File: src/rtl/aes_stream_bridge.sv
// ----------------------------------------------------------------------------
// aes_stream_bridge
//   Bridges a framed host byte stream to an AES core over valid/ready.
//   A frame is one header byte followed by FRAME_BYTES payload bytes. The
//   header carries the opcode in bits [1:0] and the source ID in the top
//   SRC_W bits. Payload is forwarded to the core from an input FIFO. Core
//   results are tagged with the in-flight source ID and returned through an
//   output FIFO. A frame completes on the core's ack handshake.
//
// Configuration macro:
//   AES_BRIDGE_TIMEOUT_EN - when defined, a 16-bit gap counter drops a frame
//                           whose payload stalls for 0xFFFF cycles. Port list
//                           is identical either way.
//
// Ports:
//   clk, rst                     clock, asynchronous active-high reset
//   h_data_in/h_valid_in/h_ready_out    host -> input FIFO
//   h_data_out/h_src_out/h_valid_out/h_ready_in   output FIFO -> host
//   c_data_out/c_valid_out/c_ready_in   payload -> core
//   c_data_in/c_valid_in/c_ready_out    core result -> output FIFO
//   c_ack_valid/c_ack_ready             core frame-done handshake
//   c_src_id                     source ID of the in-flight frame
//   busy                         FSM not idle
//   frame_err                    sticky error flag
// ----------------------------------------------------------------------------

// Register-array FIFO with first-word-fall-through head.
//   i_push/i_data  write request (ignored when full)
//   i_pop          read request (ignored when empty)
//   o_data         current head
//   o_full/o_empty status from the registered count
module aes_stream_bridge_fifo #(
    parameter int unsigned WIDTH = 8,
    parameter int unsigned DEPTH = 16
) (
    input  logic             clk,
    input  logic             rst,
    input  logic             i_push,
    input  logic [WIDTH-1:0] i_data,
    input  logic             i_pop,
    output logic [WIDTH-1:0] o_data,
    output logic             o_full,
    output logic             o_empty
);
    localparam int unsigned AW = $clog2(DEPTH);
    localparam int unsigned CW = AW + 1;

    logic [WIDTH-1:0] r_mem [DEPTH];
    logic [AW-1:0]    r_wr_ptr;
    logic [AW-1:0]    r_rd_ptr;
    logic [CW-1:0]    r_count;
    logic             w_push;
    logic             w_pop;

    assign o_full  = (r_count == CW'(DEPTH));
    assign o_empty = (r_count == '0);
    assign w_push  = i_push & ~o_full;
    assign w_pop   = i_pop & ~o_empty;
    assign o_data  = r_mem[r_rd_ptr];

    // Pointers wrap naturally since DEPTH is a power of two.
    always_ff @(posedge clk or posedge rst) begin
        if (rst) begin
            r_wr_ptr <= '0;
            r_rd_ptr <= '0;
            r_count  <= '0;
        end else begin
            if (w_push) r_wr_ptr <= r_wr_ptr + AW'(1);
            if (w_pop)  r_rd_ptr <= r_rd_ptr + AW'(1);
            case ({w_push, w_pop})
                2'b10:   r_count <= r_count + CW'(1);
                2'b01:   r_count <= r_count - CW'(1);
                default: r_count <= r_count;
            endcase
        end
    end

    // Storage needs no reset; reads are gated by the empty flag downstream.
    always_ff @(posedge clk) begin
        if (w_push) r_mem[r_wr_ptr] <= i_data;
    end
endmodule

module aes_stream_bridge #(
    parameter int unsigned DATA_W      = 8,
    parameter int unsigned IN_DEPTH    = 16,
    parameter int unsigned OUT_DEPTH   = 16,
    parameter int unsigned FRAME_BYTES = 16,
    parameter int unsigned SRC_W       = 2
) (
    input  logic              clk,
    input  logic              rst,
    input  logic [DATA_W-1:0] h_data_in,
    input  logic              h_valid_in,
    output logic              h_ready_out,
    output logic [DATA_W-1:0] h_data_out,
    output logic [SRC_W-1:0]  h_src_out,
    output logic              h_valid_out,
    input  logic              h_ready_in,
    output logic [DATA_W-1:0] c_data_out,
    output logic              c_valid_out,
    input  logic              c_ready_in,
    input  logic [DATA_W-1:0] c_data_in,
    input  logic              c_valid_in,
    output logic              c_ready_out,
    input  logic              c_ack_valid,
    output logic              c_ack_ready,
    output logic [SRC_W-1:0]  c_src_id,
    output logic              busy,
    output logic              frame_err
);
    localparam int unsigned CNT_W = 8;
    localparam int unsigned OW    = SRC_W + DATA_W;
    localparam logic [CNT_W-1:0] LAST_IDX = CNT_W'(FRAME_BYTES - 1);

    typedef enum logic [1:0] {
        S_IDLE     = 2'd0,
        S_HDR      = 2'd1,
        S_PAYLOAD  = 2'd2,
        S_WAIT_ACK = 2'd3
    } state_t;

    state_t            r_state;
    state_t            w_state_nxt;
    logic [SRC_W-1:0]  r_src;
    logic [CNT_W-1:0]  r_cnt;
    logic              r_frame_err;
    logic              r_run;

    logic [DATA_W-1:0] w_in_head;
    logic              w_in_full;
    logic              w_in_empty;
    logic              w_in_push;
    logic              w_in_pop;
    logic [OW-1:0]     w_out_head;
    logic              w_out_full;
    logic              w_out_empty;
    logic              w_out_push;
    logic              w_out_pop;

    logic [1:0]        w_hdr_op;
    logic              w_hdr_fire;
    logic              w_pay_xfer;
    logic              w_last;
    logic              w_stray_ack;
    logic              w_drop;
    logic              w_timeout;

    // ---------------- input path ----------------
    // r_run holds both readies low while in reset and for one cycle after.
    assign h_ready_out = r_run & ~w_in_full;
    assign w_in_push   = h_valid_in & h_ready_out;

    aes_stream_bridge_fifo #(
        .WIDTH (DATA_W),
        .DEPTH (IN_DEPTH)
    ) u_in_fifo (
        .clk     (clk),
        .rst     (rst),
        .i_push  (w_in_push),
        .i_data  (h_data_in),
        .i_pop   (w_in_pop),
        .o_data  (w_in_head),
        .o_full  (w_in_full),
        .o_empty (w_in_empty)
    );

    // ---------------- result path (independent of FSM) ----------------
    assign c_ready_out = r_run & ~w_out_full;
    assign w_out_push  = c_valid_in & c_ready_out;
    assign h_valid_out = ~w_out_empty;
    assign w_out_pop   = h_valid_out & h_ready_in;
    assign h_data_out  = h_valid_out ? w_out_head[DATA_W-1:0] : '0;
    assign h_src_out   = h_valid_out ? w_out_head[OW-1 -: SRC_W] : '0;

    aes_stream_bridge_fifo #(
        .WIDTH (OW),
        .DEPTH (OUT_DEPTH)
    ) u_out_fifo (
        .clk     (clk),
        .rst     (rst),
        .i_push  (w_out_push),
        .i_data  ({r_src, c_data_in}),
        .i_pop   (w_out_pop),
        .o_data  (w_out_head),
        .o_full  (w_out_full),
        .o_empty (w_out_empty)
    );

    // ---------------- control decode ----------------
    assign w_hdr_op    = w_in_head[1:0];
    assign w_hdr_fire  = (r_state == S_HDR) & ~w_in_empty;
    // While dropping, buffered bytes are consumed without core handshake.
    assign w_pay_xfer  = (r_state == S_PAYLOAD) & ~w_in_empty & (w_drop | c_ready_in);
    assign w_last      = (r_cnt == LAST_IDX);
    assign w_stray_ack = c_ack_valid & (r_state != S_WAIT_ACK);

`ifdef AES_BRIDGE_TIMEOUT_EN
    localparam int unsigned GAP_W = 16;
    localparam logic [GAP_W-1:0] GAP_MAX = {GAP_W{1'b1}};

    logic [GAP_W-1:0] r_gap;
    logic             r_drop;

    assign w_drop    = r_drop;
    assign w_timeout = (r_state == S_PAYLOAD) & ~r_drop & ~w_pay_xfer & (r_gap == GAP_MAX);

    // Gap counter: stalled payload cycles; switches to drop mode at saturation.
    always_ff @(posedge clk or posedge rst) begin
        if (rst) begin
            r_gap  <= '0;
            r_drop <= 1'b0;
        end else if ((r_state != S_PAYLOAD) || (w_state_nxt != S_PAYLOAD)) begin
            r_gap  <= '0;
            r_drop <= 1'b0;
        end else if (w_pay_xfer || r_drop) begin
            r_gap  <= '0;
        end else if (w_timeout) begin
            r_gap  <= '0;
            r_drop <= 1'b1;
        end else begin
            r_gap  <= r_gap + GAP_W'(1);
        end
    end
`else
    assign w_drop    = 1'b0;
    assign w_timeout = 1'b0;
`endif

    // ---------------- FSM: state register ----------------
    always_ff @(posedge clk or posedge rst) begin
        if (rst) r_state <= S_IDLE;
        else     r_state <= w_state_nxt;
    end

    // ---------------- FSM: next state ----------------
    always_comb begin
        w_state_nxt = r_state;
        case (r_state)
            S_IDLE: begin
                if (!w_in_empty) w_state_nxt = S_HDR;
            end
            S_HDR: begin
                if (!w_in_empty) w_state_nxt = w_hdr_op[1] ? S_IDLE : S_PAYLOAD;
            end
            S_PAYLOAD: begin
                if (w_pay_xfer && w_last) w_state_nxt = w_drop ? S_IDLE : S_WAIT_ACK;
            end
            S_WAIT_ACK: begin
                if (c_ack_valid) w_state_nxt = S_IDLE;
            end
            default: w_state_nxt = S_IDLE;
        endcase
    end

    // ---------------- FSM: outputs ----------------
    always_comb begin
        c_valid_out = 1'b0;
        c_data_out  = '0;
        c_ack_ready = 1'b0;
        w_in_pop    = 1'b0;
        busy        = (r_state != S_IDLE);
        case (r_state)
            S_HDR: begin
                w_in_pop = ~w_in_empty;
            end
            S_PAYLOAD: begin
                c_valid_out = ~w_in_empty & ~w_drop;
                c_data_out  = c_valid_out ? w_in_head : '0;
                w_in_pop    = w_pay_xfer;
            end
            S_WAIT_ACK: begin
                c_ack_ready = 1'b1;
            end
            default: begin
                w_in_pop = 1'b0;
            end
        endcase
    end

    // ---------------- datapath registers ----------------
    // Error set sources are evaluated last so they win over a clear.
    always_ff @(posedge clk or posedge rst) begin
        if (rst) begin
            r_src       <= '0;
            r_cnt       <= '0;
            r_frame_err <= 1'b0;
            r_run       <= 1'b0;
        end else begin
            r_run <= 1'b1;
            if (w_hdr_fire && !w_hdr_op[1]) begin
                r_src <= w_in_head[DATA_W-1 -: SRC_W];
                r_cnt <= '0;
            end else if (w_pay_xfer) begin
                r_cnt <= r_cnt + CNT_W'(1);
            end
            if (w_hdr_fire && (w_hdr_op == 2'b11)) r_frame_err <= 1'b0;
            if ((w_hdr_fire && (w_hdr_op == 2'b10)) || w_stray_ack || w_timeout)
                r_frame_err <= 1'b1;
        end
    end

    assign c_src_id  = r_src;
    assign frame_err = r_frame_err;
endmodule

File: config.mk
export PLATFORM = sky130hd
export DESIGN_NAME = aes_stream_bridge
export DESIGN_NICKNAME = d
export VERILOG_FILES = /design/src/rtl/aes_stream_bridge.sv
export SDC_FILE = /design/constraint.sdc
export NUM_CORES = 1
export LEC_CHECK = 0
export CAP_MARGIN = 20
export CORE_MARGIN = 8
export CORE_UTILIZATION = 60
export CTS_BUF_LIST = sky130_fd_sc_hd__clkbuf_16
export DETAILED_ROUTE_END_ITERATION = 8
export PLACE_DENSITY = 0.76
export SYNTH_ARGS = -nofsm -noshare
export SYNTH_HDL_FRONTEND = slang
export SYNTH_HIERARCHICAL = 1
export SYNTH_SLANG_ARGS = --single-unit
File: constraint.sdc
create_clock -name clk -period 3.56 [get_ports clk]
set_input_delay 0.534 -clock clk [delete_from_list [all_inputs] [get_ports clk]]
set_output_delay 0.534 -clock clk [all_outputs]
set_load 0.02 [all_outputs]
==> flow_metrics.py <==
metrics = {
    "drt": {
        "dr.first_iter.drc_count": 873,
        "drt_wl_total_um": 28000,
        "drt.antenna.violating_nets": 0,
        "vias_per_cell": 6.120,
        "dr.pass1.iters": 5,
        "vias": 7430,
        "drc": 0,
        "wl_per_cell_um": 23.06,
    },
    "worst_setup_path": {
        "reg2reg_from": "u_in_fifo/r_count[0]$_DFFE_PP0P_",
        "cp.required_ps": 3030,
        "r2r_cells": 12,
        "arrival_ps": 2970,
        "cp_max_fo": 13,
        "worstReg2RegEnd": "u_in_fifo/r_count[4]$_DFFE_PP0P_",
        "cp-endpoint": "h_data_out[4]",
        "start_kind": "flop",
        "cp-startpoint": "u_out_fifo/r_rd_ptr[0]$_DFFE_PP0P_",
        "crit_path_end_kind": "output pin",
        "critical_path_class": "flop to output pin",
        "reg2reg_slack_ps": 380,
    },
    "die": {
        "start_util_pct": 60.75,
        "die_width_um": 167.2,
        "coreArea_um2": 22570,
        "dieArea_um2": 27950,
        "rows": 55,
        "dieHeight_um": 167.2,
        "ios": 50,
    },
    "clock_network": {
        "clk_path_buf_depth": 3,
        "root_buffer": "clkbuf_16",
        "clk_latency_ps": 530,
        "clkTransAtPathRegs_ps": 60,
        "cts_buffers": 34,
        "clock-sinks": 328,
        "h-tree-depth": 2,
        "cts_hold_buf": 0,
        "tritoncts": "done",
    },
    "power": {
        "p_sw_share_pct": 33.38,
        "p_clk_share_pct": 25.6,
        "power.leakage_nw": 5.568,
        "power_switching_mw": 4.222,
        "p_comb_share_pct": 34.6,
        "vdd_drop_max_uv": 463.5,
        "fin_total_pwr_mw": 12.65,
        "seq_power_share_pct": 39.8,
        "internal_power_mw": 8.428,
        "power_density_nw_per_um2": 807.4,
    },
    "synth": {
        "seq_area_frac_synth_pct": 70.37,
        "synth_adder_area_share_pct": 2.391,
        "synth.top_cell.area_share_pct": 63.07,
        "synth.most_common_cell": "edfxtp_1",
        "synth_cell_types": 51,
        "synth_area_um2": 13710,
        "synthFlopType": "edfxtp_1",
        "synth.area.top_cells": "edfxtp_1, dfrtp_1, mux4_2",
        "ys_ff_latch": 328,
        "syn_nets": 871,
        "muxShareOfSynthArea_pct": 11.94,
        "synth_compound_area_share_pct": 5.256,
        "synthXorXnorAreaFrac_pct": 1.661,
        "ys_top_cells_by_count": "edfxtp_1, mux2i_1, nand2_1",
        "synth_top_family_by_area": "multiplexers",
        "postSynthCellCount": 823,
        "synth_area_per_cell_um2": 16.66,
        "yosysWarnings": 6,
        "yosys.area_share.simple_pct": 5.621,
        "synth.largest_area_cell": "edfxtp_1",
        "synth-edff-count": 288,
        "synthArstFlopShare_pct": 12.20,
    },
    "status": {
        "status": "finished clean",
    },
    "finish": {
        "multiInputGateArea_um2": 3701,
        "synthToLayoutAreaGrowth_pct": 14.26,
        "final.fill_count": 1411,
        "fin_nets": 952,
        "diodes": 0,
        "drive_above_1_share_pct": 16.25,
        "seq_area_um2": 9656,
        "instances_no_fill": 1214,
        "fin_area_um2": 15670,
    },
    "timing": {
        "clock-skew-final_ps": 19.09,
        "worstMarginPinSlew_ps": 894.2,
        "maxSlewViolCount": 0,
        "setup-violations-final": 0,
        "finalHoldViolations": 0,
        "period_share_pct": 98.46,
        "fmax_mhz": 285.3,
        "rsz0062_at_grt": "true",
        "whs_ps": 468.2,
        "maxSlewHeadroom_pct": 40.17,
        "fin_crit_ps": 3505,
    },
    "global_route": {
        "grt_remaining_overflow": 0,
        "grt_usage_pct": 19.91,
        "grt_pass1_wl_um": 43200,
        "antenna_found_initial": 0,
        "grt_pass1_vias": 7609,
        "grt_max_degree": 36,
    },
    "placement": {
        "gp_congestion": 0.8450,
        "dp_hpwl_um": 18450,
        "placed_cells": 1147,
        "portBuffers": 49,
        "post_dp_cell_area_um2": 14550,
    },
    "flow_run": {
        "maxCapViolCount": 0,
    },
    "min_path": {
        "hold_class": "input port to async pin",
    },
}
==> timing repair <==
item,in CTS,in global routing
setup buffers,1,5
gates cloned,0,0
gates resized for setup,1,6
endpoints found under the setup margin,18,16
==> per-stage QoR <==
step / setup TNS [ps] / setup slack (ps) / util [%]
2_1_floorplan: 0 / 603.1 / -
3_3_place_gp: 0 / 353.6 / 64.46
3_5_place_dp: 0 / 292.9 / 64.46
4_1_cts: 0 / 46.26 / 69.16
5_1_grt: -237.7 / -74.26 / 69.41
6_report: 0 / 54.76 / 69.41
==> metal layers <==
layer  vias to the layer above  part of all wire (%)  global-route usage (%)  wire length (um)
met4                         0                   2.2                   6.095               609
li1                       3309                     -                       -                 -
met5                         -                     0                       0                 0
met1                      3774                    43                   27.83             11980
met3                        41                   6.5                   3.315              1812
met2                       306                    49                   31.94             13600
==> how the worst min path moves through the flow <==
stage / startpoint / to / slack (ps)
floorplan: rst / u_in_fifo/r_count[0]$_DFFE_PP0P_ / 410
global placement: u_out_fifo/r_count[4]$_DFFE_PP0P_ / u_out_fifo/r_count[4]$_DFFE_PP0P_ / 480
detailed placement: u_out_fifo/r_count[4]$_DFFE_PP0P_ / u_out_fifo/r_count[4]$_DFFE_PP0P_ / 480
CTS: rst / u_in_fifo/r_rd_ptr[2]$_DFFE_PP0P_ / 490
global route: u_out_fifo/r_count[4]$_DFFE_PP0P_ / u_out_fifo/r_count[4]$_DFFE_PP0P_ / 510
finish: rst / u_in_fifo/r_rd_ptr[2]$_DFFE_PP0P_ / 470
==> final cells by class <==
class | instances | area share, %
Sequential cell | 328 | 61.63
Multi-Input combinational cell | 430 | 23.62
Clock buffer | 34 | 5.430
Timing Repair Buffer | 86 | 5.239
Tap cell | 285 | 2.276
Clock inverter | 27 | 1.230
Inverter | 24 | 0.5750
==> cells in the final DEF, fill, tap and decap left out, types with 9 or more instances in the layout <==
cell type and count:
clkbuf_16 34, mux2i_1 57, and2_1 14, xnor2_1 17
buf_4 31, nor2_1 31, o21ai_1 9, a21oi_1 25
inv_1 33, ha_1 23, edfxtp_1 288, nor2b_1 18
o21ai_0 38, mux4_2 36, clkdlybuf4s50_1 49, nand2_1 43
a221oi_1 15, dfrtp_1 37, xor2_1 9, nor3_1 9
a22oi_1 18, mux2_2 13
==> power groups by stage <==
stage	Clock (mW)	Combinational, mW	Sequential (mW)
3_5_place_dp	0	4.20	5.14
5_1_grt	3.44	4.68	5.08
3_3_place_gp	0	4.03	5.09
6_report	3.24	4.37	5.04
4_1_cts	3.29	4.29	5.04
2_1_floorplan	0	3.15	4.88
==> logic make-up (layout without fill, tap and decap cells) <==
| logic type | Yosys count | in the layout |
|---|---|---|
| adders and majority gates | 25 | 25 |
| and+or+nand+nor | 149 | 149 |
| buffers and inverters | 65 | 171 |
| AOI/OAI and AO/OA | 114 | 114 |
| other | 1 | 1 |
| xor gates and xnor gates | 26 | 26 |
| muxes | 115 | 115 |
| DFF | 328 | 328 |
==> flip-flops by register name (all words and copies together), names as in the netlist, named ones only <==
name,cells
u_out_fifo/r_mem,160
u_in_fifo/r_mem,128
r_cnt,8
u_in_fifo/r_count,5
u_out_fifo/r_count,5
u_in_fifo/r_rd_ptr,4
u_in_fifo/r_wr_ptr,4
u_out_fifo/r_rd_ptr,4
u_out_fifo/r_wr_ptr,4
c_src_id,2
frame_err,1
r_run,1
r_state,1
==> worst max-delay path, stage by stage, from the launching register on <==
cell             delay, ps
dfrtp_4                560
buf_4                  170
buf_8                  150
mux2_1                 210
o21ai_1                 60
a21oi_1                320
o21ai_0                150
nand2_1                100
nor2b_1                120
clkdlybuf4s50_1        610
No activity file was read; power rests on OpenSTA's default activity.
